**config.mk**
```make
export PLATFORM = sky130hd
export DESIGN_NAME = wb_stage
export DESIGN_NICKNAME = d
export VERILOG_FILES = /design/src/rtl/wb_pkg.sv /design/src/rtl/load_ext.sv /design/src/rtl/wb_stage.sv
export SDC_FILE = /design/constraint.sdc
export NUM_CORES = 1
export LEC_CHECK = 0
export BUFFER_PORTS_ARGS = -buffer_cell sky130_fd_sc_hd__buf_2
export CAP_MARGIN = 20
export CORE_ASPECT_RATIO = 0.75
export CORE_UTILIZATION = 28
export CTS_BUF_LIST = sky130_fd_sc_hd__clkbuf_8 sky130_fd_sc_hd__clkbuf_16
export CTS_CLUSTER_SIZE = 10
export DETAILED_ROUTE_END_ITERATION = 12
export SLEW_MARGIN = 30
export SYNTH_ARGS = -nofsm -noshare
export SYNTH_HDL_FRONTEND = slang
export SYNTH_HIERARCHICAL = 1
export SYNTH_SLANG_ARGS = --single-unit
```
**constraint.sdc**
```tcl
create_clock -name clk -period 2.2 [get_ports clk]
set_clock_uncertainty 0.1 [all_clocks]
set_input_delay 0.33 -clock clk [delete_from_list [all_inputs] [get_ports clk]]
set_output_delay 0.33 -clock clk [all_outputs]
set_load 0.05 [all_outputs]
```
**src/rtl/wb_pkg.sv**
```systemverilog
// rtl/wb_pkg.sv - write-back stage shared types and constants
package wb_pkg;

  typedef enum logic {
    RUN       = 1'b0,
    WAIT_LOAD = 1'b1
  } wb_state_t;

  localparam logic [2:0] F3_LB  = 3'b000;
  localparam logic [2:0] F3_LH  = 3'b001;
  localparam logic [2:0] F3_LW  = 3'b010;
  localparam logic [2:0] F3_LBU = 3'b100;
  localparam logic [2:0] F3_LHU = 3'b101;

  localparam int DEFAULT_LOAD_TIMEOUT = 16;

endpackage

```
**src/rtl/load_ext.sv**
```systemverilog
// rtl/load_ext.sv - load byte/half select, sign/zero extension and misalignment detect
module load_ext
  import wb_pkg::*;
(
  input  logic [31:0] word,
  input  logic [1:0]  addr,
  input  logic [2:0]  funct3,
  output logic [31:0] data,
  output logic        misaligned
);

  logic [7:0]  sel_byte;
  logic [15:0] sel_half;

  always_comb begin
    sel_byte = word[7:0];
    case (addr)
      2'd0: sel_byte = word[7:0];
      2'd1: sel_byte = word[15:8];
      2'd2: sel_byte = word[23:16];
      2'd3: sel_byte = word[31:24];
      default: sel_byte = word[7:0];
    endcase
  end

  assign sel_half = addr[1] ? word[31:16] : word[15:0];

  always_comb begin
    data       = word;
    misaligned = 1'b0;
    case (funct3)
      F3_LB:  data = {{24{sel_byte[7]}}, sel_byte};
      F3_LBU: data = {24'h0, sel_byte};
      F3_LH: begin
        data       = {{16{sel_half[15]}}, sel_half};
        misaligned = addr[0];
      end
      F3_LHU: begin
        data       = {16'h0, sel_half};
        misaligned = addr[0];
      end
      F3_LW: begin
        data       = word;
        misaligned = (addr != 2'b00);
      end
      default: misaligned = 1'b1;
    endcase
  end

endmodule

```
**src/rtl/wb_stage.sv**
```systemverilog
// rtl/wb_stage.sv - pipeline write-back stage with variable-latency load wait
// Optional WB->ID forwarding ports are built when WB_FWD_EN is defined.
module wb_stage
  import wb_pkg::*;
#(
  parameter int LOAD_TIMEOUT = DEFAULT_LOAD_TIMEOUT
) (
  input  logic        clk,
  input  logic        reset,
  input  logic        VALID_MEM,
  input  logic        RegWrite_MEM,
  input  logic        MemtoReg_MEM,
  input  logic        MemRead_MEM,
  input  logic [2:0]  FUNCT3_MEM,
  input  logic [31:0] ALU_DATA_MEM,
  input  logic [4:0]  RD_MEM,
  input  logic [31:0] DMEM_RDATA,
  input  logic        DMEM_RVALID,
  output logic        RegWrite_WB,
  output logic [31:0] ALU_DATA_WB,
  output logic [4:0]  RD_WB,
  output logic        STALL_WB,
  output logic        LOAD_ERR
`ifdef WB_FWD_EN
  ,
  input  logic [4:0]  RS1_ID,
  input  logic [4:0]  RS2_ID,
  input  logic [31:0] REG_DATA1_ID,
  input  logic [31:0] REG_DATA2_ID,
  output logic [31:0] FWD_DATA1_ID,
  output logic [31:0] FWD_DATA2_ID
`endif
);

  localparam int CW = $clog2(LOAD_TIMEOUT);
  localparam logic [CW-1:0] CNT_LAST = CW'(LOAD_TIMEOUT - 1);

  wb_state_t state, state_next;

  logic [CW-1:0] cnt;
  logic [4:0]    ld_rd;
  logic [2:0]    ld_f3;
  logic [1:0]    ld_off;
  logic          ld_we;

  logic [31:0]   ext_data;
  logic          ext_mis;

  logic          wr_fire;
  logic          wr_we;
  logic [31:0]   wr_data;
  logic [4:0]    wr_rd;
  logic          ld_capture;
  logic          err_set;

  // Load/non-load choice is driven by MemRead; MemtoReg carries no extra information here.
  logic          unused_memtoreg;
  assign unused_memtoreg = MemtoReg_MEM;

  load_ext u_load_ext (
    .word       (DMEM_RDATA),
    .addr       (ld_off),
    .funct3     (ld_f3),
    .data       (ext_data),
    .misaligned (ext_mis)
  );

  always_ff @(posedge clk) begin
    if (reset) begin
      state <= RUN;
    end else begin
      state <= state_next;
    end
  end

  always_comb begin
    state_next = state;
    wr_fire    = 1'b0;
    wr_we      = 1'b0;
    wr_data    = ALU_DATA_MEM;
    wr_rd      = RD_MEM;
    ld_capture = 1'b0;
    err_set    = 1'b0;
    case (state)
      RUN: begin
        if (VALID_MEM) begin
          if (MemRead_MEM) begin
            ld_capture = 1'b1;
            state_next = WAIT_LOAD;
          end else begin
            wr_fire = 1'b1;
            wr_we   = RegWrite_MEM && (RD_MEM != 5'd0);
          end
        end
      end
      WAIT_LOAD: begin
        // A response arriving on the timeout cycle still completes the load.
        if (DMEM_RVALID) begin
          state_next = RUN;
          if (ext_mis) begin
            err_set = 1'b1;
          end else begin
            wr_fire = 1'b1;
            wr_we   = ld_we && (ld_rd != 5'd0);
            wr_data = ext_data;
            wr_rd   = ld_rd;
          end
        end else if (cnt == CNT_LAST) begin
          state_next = RUN;
          err_set    = 1'b1;
        end
      end
      default: state_next = RUN;
    endcase
  end

  always_ff @(posedge clk) begin
    if (reset) begin
      cnt         <= '0;
      ld_rd       <= 5'd0;
      ld_f3       <= 3'd0;
      ld_off      <= 2'd0;
      ld_we       <= 1'b0;
      RegWrite_WB <= 1'b0;
      ALU_DATA_WB <= 32'h0;
      RD_WB       <= 5'd0;
      LOAD_ERR    <= 1'b0;
    end else begin
      RegWrite_WB <= wr_we;
      if (wr_fire) begin
        ALU_DATA_WB <= wr_data;
        RD_WB       <= wr_rd;
      end
      if (err_set) begin
        LOAD_ERR <= 1'b1;
      end
      if (ld_capture) begin
        ld_rd  <= RD_MEM;
        ld_f3  <= FUNCT3_MEM;
        ld_off <= ALU_DATA_MEM[1:0];
        ld_we  <= RegWrite_MEM;
      end
      if ((state == WAIT_LOAD) && (state_next == WAIT_LOAD)) begin
        cnt <= cnt + 1'b1;
      end else begin
        cnt <= '0;
      end
    end
  end

  assign STALL_WB = (state == WAIT_LOAD);

`ifdef WB_FWD_EN
  logic wb_live;
  assign wb_live      = RegWrite_WB && (RD_WB != 5'd0);
  assign FWD_DATA1_ID = (wb_live && (RD_WB == RS1_ID)) ? ALU_DATA_WB : REG_DATA1_ID;
  assign FWD_DATA2_ID = (wb_live && (RD_WB == RS2_ID)) ? ALU_DATA_WB : REG_DATA2_ID;
`endif

endmodule
```
=== After elaboration in Yosys (flattened, before gate mapping) ===
Index checks and enable logic that the tools add are counted.

* Register bits: 55
* Logic and storage cells: 62

* Equality and inequality tests: 8
* Reduce and logical (&&, ||, !) cells: 11
* $add $sub $neg: 1
* Multiplexer cells: 30
* Bitwise logic cells: 2

{| class="wikitable"
|+ Operators by type and width
! kind !! number
|-
| $pmux W32 S4 || 1
|-
| $mux W32 || 3
|-
| $pmux W8 S4 || 1
|-
| $mux W1 || 17
|-
| $mux W16 || 1
|-
| $mux W5 || 3
|-
| $reduce_bool A5 Y1 || 2
|-
| $eq A3 B3 Y1 const B || 2
|-
| $pmux W1 S2 || 3
|-
| $reduce_or A2 Y1 || 3
|-
| $add A4 B1 Y4 const B || 1
|-
| $eq A2 B2 Y1 const B || 2
|-
| $eq A4 B4 Y1 const B || 1
|-
| $eq A3 B1 Y1 const B || 1
|-
| $eq A3 B2 Y1 const B || 1
|-
| $logic_and A1 B1 Y1 || 3
|-
| $logic_not A3 Y1 || 1
|-
| $pmux W1 S3 || 1
|-
| $eq A2 B1 Y1 const B || 1
|-
| $logic_not A2 Y1 || 1
|-
| $not A1 Y1 || 2
|-
| $reduce_bool A2 Y1 || 1
|}

=== Logic depth before layout (Yosys ltp) ===
Gate-level depths: netlist of the first run.

* Depth in word-level cells: 7
* Gate-level depth with buffers: 9
* Mapped depth without buffers: 5

=== By module ===
The synthesis of the first run kept the hierarchy.

{| class="wikitable"
|+ Modules (own cells, without submodules)
! module !! sequential area each (sq um) !! instances !! cells each !! area each (sq um)
|-
| wb_stage || 1101.1 || 1 || 274 || 2257.2
|-
| load_ext || 0.0 || 1 || 125 || 879.6
|}

=== Worst setup path after synthesis of the first run ===
OpenSTA, ideal clock, no wires.

* Path kind: flip-flop to flip-flop
* From: register ld_off[1]
* To: register ALU_DATA_WB[28]
* Buffers on the path: 4
* Data required time: 2.026 ns
* Cell stages (with the launch flop): 10
* Period minus slack after synthesis: 1.919 ns
* Data arrival time: 1.745 ns
* Setup slack: 0.281 ns
* Path through: dfxtp_1 buf_6 clkbuf_1 nor2_1 a21oi_1 nand3b_1 buf_4 clkbuf_1 o21ai_0 a31oi_1

{| class="wikitable"
|+ RTL lines
! element !! RTL line !! text
|-
| start: declaration || wb_stage.sv:43 || <nowiki>logic [1:0] ld_off;</nowiki>
|-
| start signal: assignment || wb_stage.sv:140 || <nowiki>ld_off <= ALU_DATA_MEM[1:0];</nowiki>
|-
| $reduce_bool A2 Y1 * || load_ext.sv:44 || <nowiki>misaligned = (addr != 2'b00);</nowiki>
|-
| $pmux W1 S3 * || load_ext.sv:31 || <nowiki>case (funct3)</nowiki>
|-
| net ext_mis || wb_stage.sv:47 || <nowiki>logic ext_mis;</nowiki>
|-
| $mux W1 / $mux W32 (equally long branches) || wb_stage.sv:100 || <nowiki>if (ext_mis) begin</nowiki>
|-
| $mux W1 / $mux W32 (equally long branches) || wb_stage.sv:98 || <nowiki>if (DMEM_RVALID) begin</nowiki>
|-
| $pmux W1 S2 / $mux W32 (equally long branches) || wb_stage.sv:84 || <nowiki>case (state)</nowiki>
|-
| end signal: assignment || wb_stage.sv:131 || <nowiki>ALU_DATA_WB <= wr_data;</nowiki>
|-
| end: declaration || wb_stage.sv:20 || <nowiki>output logic [31:0] ALU_DATA_WB,</nowiki>
|}

The timed path passes the listed nets; every way through them passes the cells marked *.
A chain may end at the register's enable or synchronous reset.

=== Worst setup path after layout of the first run ===
* From: register ld_off[1]
* To: register ALU_DATA_WB[16]

The elaborated chain is that of the path after synthesis.

==> reports/metrics.yaml, run 1 <==
cts:
  cts_root_buf: "clkbuf_16"
  post_cts_buffers: 0
  cts_sinks: 55
  tritoncts: "yes"
  clk_pin_slew_ns: 0.08
  clk_latency_ns: 0.30
  cts_max_path_buffers: 2
  cts_max_level: 2
  cts_buffers: 5
grt:
  overflow: 0
  antenna_found_initial: 2
  track_usage: 0.177
  grt_pass1_wl_um: 16100
  grt_pass1_vias: 3061
  grt_max_degree: 49
power_and_ir_drop:
  p_clk_frac: 0.308
  switching_power_w: 0.000905
  combPwrFrac: 0.274
  leakage_nw: 1.75
  irDropWorstVdd_v: 0.000353
  p_int_w: 0.00173
  p_seq_frac: 0.418
  power_w: 0.00263
  p_sw_frac: 0.344
  power_density_mw_per_mm2: 661
finish:
  syn2layout_area_growth_pct: 27.0
  postLayoutCoreUtil: 0.366
  nets: 581
  drive_gt1_frac: 0.299
  final_common_cell: "buf_2"
  final_cell_mix: "buf_2 (117), nand2_1 (92), dfxtp_1 (53), o21ai_0 (44), a31oi_1 (33)"
  n_fill_cell: 1162
detailed_routing:
  drt_wl_total_um: 10100
  drc: 0
  first_iter_violations: 182
  routedWlPerCell_um: 15.8
  vias: 3285
  dr.pass1.iters: 8
  vias_per_cell: 5.12
  drt.antenna.violating_nets: 0
sta:
  finalCritPeriodShare: 0.890
  hold_viol_final: 0
  setup_viol: 0
  finalCriticalPeriod_ns: 1.96
  worstMarginPinSlew_ns: 0.464
  setup_tns_ns: 0
  rsz0062_at_grt: "false"
  report.final.slew_viol_count: 0
  slew_headroom: 0.684
  fmax_mhz: 511
synth:
  synth_top_cell_by_area: "dfxtp_1"
  async_flop_share: 0
  ys_seq_elements: 55
  synth_edf_count: 0
  synthTopCellsByArea: "dfxtp_1 (35%), nand2_1 (11%), o21ai_0 (7.0%)"
  synth_warnings: 6
  synth_fp_nets: 479
  ys_seq_area_frac: 0.351
  synth_area_mm2: 0.00314
  synthDominantCellAreaShare: 0.351
  syn_avg_cell_area_um2: 7.86
  synthFlopType: "dfxtp_1"
  ys_types: 41
  synthCells: 399
worst_setup_path:
  cp_data_arrival_time_ns: 2.09
  rrSetupSlack_ns: 0.24
  crit_slowest_cell: "dfxtp_2"
  cp-end-kind: "flip-flop"
  r2r-end: "ALU_DATA_WB[16]"
  crit_path_start: "ld_off[1]"
  r2r_start: "ld_off[1]"
  start_kind: "flip-flop"
  crit_fanout: 20
  critPathKind: "reg -> reg"
  worstPathRequired_ns: 2.33
  crit_chain: "buf_4, nor2_1, a21oi_1, nand3b_1, buf_4, o21ai_0, a31oi_1"
  cp_common_cell: "buf_4"
  crit_family: "compound AO/OA/AOI/OAI gates"
  max_stage_delay_ns: 0.45
  reg2reg_depth: 7
  crit_buf_inv: 2
hold_path:
  hold_end: "ld_f3[1]"
  hold_class: "in -> reg"
  hp-start: "FUNCT3_MEM[1]"
  worstHoldPathCells: 3
die:
  ios: 119
  core_area_mm2: 0.0109
  start_util: 0.288
  num_rows: 33
  die_h_um: 93.7
  die_w_um: 124
  fp.dieArea_mm2: 0.0116
placed_design:
  hpwl_um: 7530
  gp_congestion: 0.877
  port_buffers: 117
outcome:
  outcome: "complete, no violations"
flow_run:
  max_cap_violations: 0
[worst max path at each step]
stage               cells past startpoint  slack [ns]         endpoint
floorplan                               9        0.28  ALU_DATA_WB[28]
global placement                        7        0.18  ALU_DATA_WB[18]
detailed placement                      7         0.1         RD_WB[2]
CTS                                     7        0.11         RD_WB[2]
global route                            5        0.07  ALU_DATA_WB[15]
finish                                  7        0.24  ALU_DATA_WB[16]
[kinds of logic after synthesis]
family / Yosys count / share of synthesized area
and+or+nand+nor: 147 / 0.204
AOI/OAI and AO/OA: 127 / 0.253
DFF: 55 / 0.351
buffers and inverters: 46 / 0.0734
muxes: 21 / 0.109
xor gates and xnor gates: 2 / 0.00559
adders and majority gates: 1 / 0.00399
[repair_timing]
item,4_1_cts,5_1_grt
hold buffers,0,0
setup endpoints to repair,0,31
gates resized for setup,0,2
[state kept, by name, summed over array words and instances (netlist names)]
name and flops:
RD_WB 5, STALL_WB 1, RegWrite_WB 1, ld_rd 5, LOAD_ERR 1, ld_f3 3
ALU_DATA_WB 32, cnt 4, ld_we 1, ld_off 2
[power groups by stage]
stage	logic (W)	clock network (W)	registers, W
global route	0.000785	0.000882	0.00111
CTS	0.000726	0.000835	0.00110
global placement	0.000716	0	0.00112
finish	0.000721	0.000813	0.00110
floorplan	0.000325	0	0.00129
detailed placement	0.000723	0	0.00112
[worst reg2reg max path: stages (launching register included)]
cell and delay (ns):
dfxtp_2 0.45, buf_4 0.17, nor2_1 0.04, a21oi_1 0.30, nand3b_1 0.22, buf_4 0.26
o21ai_0 0.15, a31oi_1 0.19
[stage by stage]
stage	hold WS [ns]	instance area (um2)	setup WS, ns	instances
finish	0.171	3990	0.243	642
global route	0.178	3980	0.0689	641
CTS	0.167	3980	0.106	641
detailed placement	0.339	3840	0.0991	634
global placement	0.329	3840	0.178	634
floorplan	0.318	3140	0.281	399
[per-layer routing]
metal  global-route usage  vias to the layer above  part of all wire
li1                     -                     1633                 -
met1                0.247                     1536              0.48
met2                0.267                      102              0.43
met3               0.0513                       12             0.081
met4               0.0392                        2            0.0068
met5                    0                        -           0.00079
[final cells by class]
cell class	count	area [um2]	share of cell area
Multi-Input combinational cell	298	1810	0.455
Sequential cell	55	1100	0.277
Timing Repair Buffer	130	708	0.178
Tap cell	140	175	0.0440
Clock buffer	5	125	0.0314
Inverter	11	41.3	0.0104
Clock inverter	2	17.5	0.00440
Antenna cell	1	2.50	0.000628
[synthesized netlist by cell type, types with 2 or more instances]
library cell and n:
nor2b_1 10, clkbuf_1 18, a21oi_1 19, nand2_1 92, or4_1 2, o22ai_1 7, buf_4 5, mux4_1 6
inv_2 2, a311oi_1 11, o221ai_1 8, mux2_4 2, mux2i_1 11, or2_2 2, nor2_1 29, buf_6 4
nand3_1 2, buf_2 6, o21ai_0 44, inv_1 9, dfxtp_1 55, or3b_1 2, a31oi_1 33, nand3b_1 3
Power figures use the tool's default switching activity.
==> run 2: changes to the inputs <==
--- a/config.mk
+++ b/config.mk
@@ -12,6 +12,7 @@
 export CTS_BUF_LIST = sky130_fd_sc_hd__clkbuf_8 sky130_fd_sc_hd__clkbuf_16
 export CTS_CLUSTER_SIZE = 10
 export DETAILED_ROUTE_END_ITERATION = 12
+export RECOVER_POWER = 25
 export SLEW_MARGIN = 30
 export SYNTH_ARGS = -nofsm -noshare
 export SYNTH_HDL_FRONTEND = slang
==> run 2 against run 1 <==
  * Worst hold slack is essentially flat
  * Largest power group unchanged
  * Sequential share of layout area grew 0.20 points
  * Die area is the same
==> reports/metrics.yaml, run 2 (same netlist as run 1, synthesis figures left out) <==
outcome:
  outcome: "complete, no violations"
detailed_routing:
  routedWlPerCell_um: 15.8  # +0.41%
  vias_per_cell: 5.15  # +0.70%
  dr.pass1.iters: 5  # -3
  first_iter_violations: 170  # -6.6%
  vias: 3308  # +0.70%
  drc: 0  # unchanged
  drt.antenna.violating_nets: 0  # unchanged
  drt_wl_total_um: 10200  # +0.41%
worst_setup_path:
  crit_fanout: 20  # unchanged
  start_kind: "flip-flop"
  cp-end-kind: "flip-flop"
  worstPathRequired_ns: 2.31  # -0.02 ns
  critPathKind: "reg -> reg"
  rrSetupSlack_ns: 0.24  # about the same
  cp_data_arrival_time_ns: 2.07  # -0.02 ns
flow_run:
  max_cap_violations: 0  # unchanged
cts:
  cts_buffers: 5  # unchanged
  cts_max_path_buffers: 2  # unchanged
  cts_sinks: 55  # unchanged
  cts_max_level: 2  # unchanged
  tritoncts: "yes"
  clk_pin_slew_ns: 0.07  # about the same
  clk_latency_ns: 0.30  # about the same
  cts_root_buf: "clkbuf_16"
  cts.hold.buffers_added: 0  # unchanged
  post_cts_buffers: 0  # unchanged
finish:
  stdcell_count: 642  # unchanged
  largest_register_ffs: 32  # unchanged
  largest-register: "ALU_DATA_WB"
  reg_top3: "ALU_DATA_WB (32), RD_WB (5), ld_rd (5)"
  multi_input_area_mm2: 0.00181  # unchanged
  n_fill_cell: 1176  # +1.2%
  postLayoutCoreUtil: 0.363  # -0.00264
  drive_gt1_frac: 0.253  # -0.0459
  regArea_mm2: 0.00110  # unchanged
  final_cell_mix: "buf_2 (94), nand2_1 (92), dfxtp_1 (53), o21ai_0 (44), a31oi_1 (33)"
  syn2layout_area_growth_pct: 26.1
  postLayoutCellArea_mm2: 0.00396  # -0.72%
  final_common_cell: "buf_2"
  nets: 581  # unchanged
sta:
  finalCriticalPeriod_ns: 1.96  # +0.00434 ns
  rsz0062_at_grt: "false"
  fin_ws_ns: 0.238  # -0.00434 ns
  worstMarginPinSlew_ns: 0.628  # +0.164 ns
  setup_viol: 0  # unchanged
  hold_viol_final: 0  # unchanged
  finalCritPeriodShare: 0.892  # +0.00197
  slew_headroom: 0.583  # -0.101
  report.final.slew_viol_count: 0  # unchanged
  setup_tns_ns: 0  # unchanged
  fmax_mhz: 510  # -0.22%
grt:
  grt_pass1_wl_um: 16100  # unchanged
  track_usage: 0.177  # unchanged
  grt_pass1_vias: 3061  # unchanged
  antenna_found_initial: 2  # unchanged
  grt_max_degree: 49  # unchanged
  overflow: 0  # unchanged
power_and_ir_drop:
  leakage_nw: 1.65  # -5.3%
  irDropWorstVdd_v: 0.000348  # -1.5%
  power_density_mw_per_mm2: 665  # +0.60%
placed_design:
  hpwl_um: 7530  # unchanged
  port_buffers: 117  # unchanged
  gp_congestion: 0.877  # unchanged
  pre_cts_ws_ns: 0.0991  # unchanged
  placed_area_mm2: 0.00384  # unchanged
  placed_cells: 634  # unchanged
die:
  core_area_mm2: 0.0109  # unchanged
  die_h_um: 93.7  # unchanged
  fp.dieArea_mm2: 0.0116  # unchanged
  ios: 119  # unchanged
  num_rows: 33  # unchanged
  start_util: 0.288  # unchanged
  die_w_um: 124  # unchanged
hold_path:
  hold_class: "in -> reg"
-- run 2: changes by cell type in the layout (fill, tap and decap cells not counted) --
cell      previous run  this run
buf_2              117        94
clkbuf_1             0        23
-- run 2: routing by layer --
metal  track usage  up-vias  routed length, um
li1              -     1635                  -
met1         0.247     1540               4900
met4        0.0392        2                 62
met2         0.267      120               4370
met5             0        -                  8
met3        0.0513       11                830
-- run 2: critical path, stage by stage, from the launching register on --
cell      delay [ns]
dfxtp_2         0.46
buf_4           0.17
nor2_1          0.04
a21oi_1         0.30
nand3b_1        0.22
buf_4           0.26
nor2_1          0.06
a311oi_1        0.26
-- run 2: area by class of cell --
cell class,instances,share of cell area
Multi-Input combinational cell,298,0.458
Inverter,11,0.0104
Clock inverter,2,0.00443
Tap cell,140,0.0443
Antenna cell,1,0.000633
Clock buffer,5,0.0316
Timing Repair Buffer,130,0.172
Sequential cell,55,0.279
-- run 2: metrics by stage --
stage	hold slack, ns	power, W
after global placement	0.329	0.00184
final	0.170	0.00263
after CTS	0.167	0.00266
after floorplan	0.318	0.00162
after detailed placement	0.339	0.00185
after global routing	0.178	0.00277
-- run 2: timing repair --
item	4_1_cts	5_1_grt
hold endpoints to repair	0	0
gates resized for setup	0	2
setup endpoints to repair	0	31
-- run 2: power breakdown --
part           switching [W]  internal [W]  leakage, nW  total [W]
combinational       0.000474      0.000239         1.13   0.000713
clock               0.000392      0.000423       0.0703   0.000816
sequential         0.0000437       0.00106        0.451    0.00110
-- run 2: final timing paths --
kind	startpoint	to	depth (start not counted)
setup / recovery	ld_off[1]	RD_WB[2]	7
hold / removal	FUNCT3_MEM[1]	ld_f3[1]	3
setup reg to reg	ld_off[1]	RD_WB[2]	7
hold reg to reg	cnt[0]	cnt[0]	1
==> run 3: changes to the inputs <==
--- a/config.mk
+++ b/config.mk
@@ -7,11 +7,14 @@
 export LEC_CHECK = 0
 export BUFFER_PORTS_ARGS = -buffer_cell sky130_fd_sc_hd__buf_2
 export CAP_MARGIN = 20
+export CELL_PAD_IN_SITES_DETAIL_PLACEMENT = 2
+export CELL_PAD_IN_SITES_GLOBAL_PLACEMENT = 2
 export CORE_ASPECT_RATIO = 0.75
-export CORE_UTILIZATION = 28
-export CTS_BUF_LIST = sky130_fd_sc_hd__clkbuf_8 sky130_fd_sc_hd__clkbuf_16
+export CORE_UTILIZATION = 27
+export CTS_BUF_LIST = sky130_fd_sc_hd__clkbuf_16
 export CTS_CLUSTER_SIZE = 10
 export DETAILED_ROUTE_END_ITERATION = 12
+export PLACE_DENSITY_LB_ADDON = 0.1
 export RECOVER_POWER = 25
 export SLEW_MARGIN = 30
 export SYNTH_ARGS = -nofsm -noshare
==> run 3 against run 2 <==
  * Clock-buffer cell count did not move
  * Worst setup slack got worse by 0.12 ns
  * Die area rose by 3.6%
  * First-iteration DRC count fell by 4.1%
  * Design area rose by 0.63%
  * Cell count rose by 0.47%
  * Core utilization fell by 0.45 points
  * Via count rose by 3.9%
  * Combinational power rose by 4.5%
  * Wire length rose by 20%
  * Non-clock buffer count rose by 2
  * Worst hold slack improved by 0.011 ns
  * Critical path type unchanged
  * Critical endpoint is now ALU_DATA_WB[14]
==> reports/metrics.yaml, run 3 (same netlist as run 1, synthesis figures left out) <==
finish:
  multi_input_area_mm2: 0.00181  # +0.14%
  regArea_mm2: 0.00110  # -0.23%
  n_fill_cell: 1343  # +14%
  stdcell_count: 645  # +0.47%
  nets: 583  # +0.34%
  postLayoutCellArea_mm2: 0.00398  # +0.63%
  postLayoutCoreUtil: 0.358  # -0.00449
  largest-register: "ALU_DATA_WB"
  reg_top3: "ALU_DATA_WB (32), RD_WB (5), ld_rd (5)"
  drive_gt1_frac: 0.254  # +0.000475
  final_cell_mix: "buf_2 (94), nand2_1 (92), dfxtp_1 (55), o21ai_0 (44), a31oi_1 (33)"
  largest_register_ffs: 32  # unchanged
  syn2layout_area_growth_pct: 26.9
  final_common_cell: "buf_2"
grt:
  overflow: 0  # unchanged
  grt_max_degree: 45  # -8.2%
  grt_pass1_vias: 3490  # +14%
  antenna_found_initial: 1  # -1
  track_usage: 0.204  # +0.0271
  grt_pass1_wl_um: 19000  # +18%
sta:
  rsz0062_at_grt: "false"
  whs_ns: 0.181  # +0.0107 ns
  setup_viol: 0  # unchanged
  report.final.slew_viol_count: 0  # unchanged
  slew_headroom: 0.564  # -0.0191
  setup_tns_ns: 0  # unchanged
  hold_viol_final: 0  # unchanged
  worstMarginPinSlew_ns: 0.657  # +0.0288 ns
  finalCriticalPeriod_ns: 2.08  # +0.123 ns
  fmax_mhz: 480  # -5.9%
  finalCritPeriodShare: 0.948  # +0.0558
placed_design:
  placed_cells: 636  # +0.32%
  gp_congestion: 0.806  # -8.1%
  port_buffers: 117  # unchanged
  placed_area_mm2: 0.00385  # +0.39%
  hpwl_um: 9030  # +20%
cts:
  clk_latency_ns: 0.29  # about the same
  tritoncts: "yes"
  cts_sinks: 55  # unchanged
  post_cts_buffers: 0  # unchanged
  clk_pin_slew_ns: 0.08  # about the same
  cts_buffers: 5  # unchanged
  cts_max_path_buffers: 2  # unchanged
  cts.hold.buffers_added: 0  # unchanged
  cts_max_level: 2  # unchanged
  cts_root_buf: "clkbuf_16"
worst_setup_path:
  worstPathRequired_ns: 2.28  # -0.03 ns
  r2r-end: "ALU_DATA_WB[14]"
  crit_fanout: 9  # -55%
  crit_chain: "mux2_4, a32oi_4, o221ai_1, o21ai_0, a31oi_1"
  crit_family: "compound AO/OA/AOI/OAI gates"
  start_kind: "flip-flop"
  rrSetupSlack_ns: 0.12  # -0.12 ns
  reg2reg_depth: 5  # -2
  cp_data_arrival_time_ns: 2.16  # +0.09 ns
  critPathKind: "reg -> reg"
  crit_path_end: "ALU_DATA_WB[14]"
  path_depth: 5  # -2
  max_stage_delay_ns: 0.51  # +0.05 ns
  r2r_start: "ld_off[1]"
  crit_buf_inv: 0  # -2
  crit_path_start: "ld_off[1]"
  crit_slowest_cell: "dfxtp_1"
  cp-end-kind: "flip-flop"
die:
  ios: 119  # unchanged
  num_rows: 33  # unchanged
  die_h_um: 95.3  # +1.8%
  core_area_mm2: 0.0111  # +1.9%
  fp.dieArea_mm2: 0.0121  # +3.6%
  die_w_um: 126  # +1.8%
  start_util: 0.282  # -0.00535
detailed_routing:
  vias_per_cell: 5.33  # +3.4%
  dr.pass1.iters: 4  # -1
  drt_wl_total_um: 12200  # +20%
  vias: 3437  # +3.9%
  drt.antenna.violating_nets: 0  # unchanged
  first_iter_violations: 163  # -4.1%
  drc: 0  # unchanged
  routedWlPerCell_um: 19.0  # +20%
power_and_ir_drop:
  power_density_mw_per_mm2: 675  # +1.4%
  irDropWorstVdd_v: 0.000343  # -1.3%
  leakage_nw: 1.67  # +0.93%
hold_path:
  hold_class: "in -> reg"
flow_run:
  max_cap_violations: 0  # unchanged
outcome:
  outcome: "complete, no violations"
## run 3: changes by cell type in the layout (fill, tap and decap cells not counted), sizes merged
cell	change
buf	+2
clkinv	+1
## run 3: power by group
group | internal [W] | switching [W] | total, W
combinational | 0.000243 | 0.000502 | 0.000745
sequential | 0.00106 | 0.0000425 | 0.00110
clock | 0.000431 | 0.000410 | 0.000840
## run 3: repair_timing
item | in CTS | in global routing
setup endpoints to repair | 0 | 6
gates resized for setup | 0 | 2
endpoints found under the hold margin | 0 | 0
## run 3: routing by layer
metal	up-vias	routed length, um	global-route usage
met5	-	0	0
met3	4	688	0.0449
met4	0	60	0.0241
met2	100	5550	0.335
met1	1698	5950	0.282
li1	1635	-	-
## run 3: tightest hold or removal path: cells and delay by family
family                 cells  cell delay (ns)
buffers and inverters      1             0.08
muxes                      1             0.06
and+or+nand+nor            1             0.07
## run 3: layout make-up
| cell class | instances | share of cell area |
|---|---|---|
| well taps | 140 | 0.0440 |
| diodes | 1 | 0.000629 |
| inverters | 11 | 0.0104 |
| flip-flops and latches | 55 | 0.277 |
| multi-input cells | 298 | 0.456 |
| clock inverters | 3 | 0.00597 |
| clock buffers | 5 | 0.0314 |
| repair buffers | 132 | 0.175 |
## run 3: worst min-delay path by stage
stage	startpoint	to	slack, ns	cells past startpoint
global route	FUNCT3_MEM[1]	ld_f3[1]	0.18	3
CTS	FUNCT3_MEM[1]	ld_f3[1]	0.18	3
global placement	cnt[0]	cnt[0]	0.33	1
detailed placement	cnt[0]	cnt[0]	0.34	1
floorplan	cnt[0]	cnt[0]	0.32	1
finish	FUNCT3_MEM[1]	ld_f3[1]	0.18	3
## run 3: per-stage QoR
step	power, W	worst slack [ns]
after global routing	0.00284	0.00908
after floorplan	0.00162	0.281
after CTS	0.00273	0.0931
after global placement	0.00186	0.173
final	0.00269	0.115
after detailed placement	0.00188	0.129
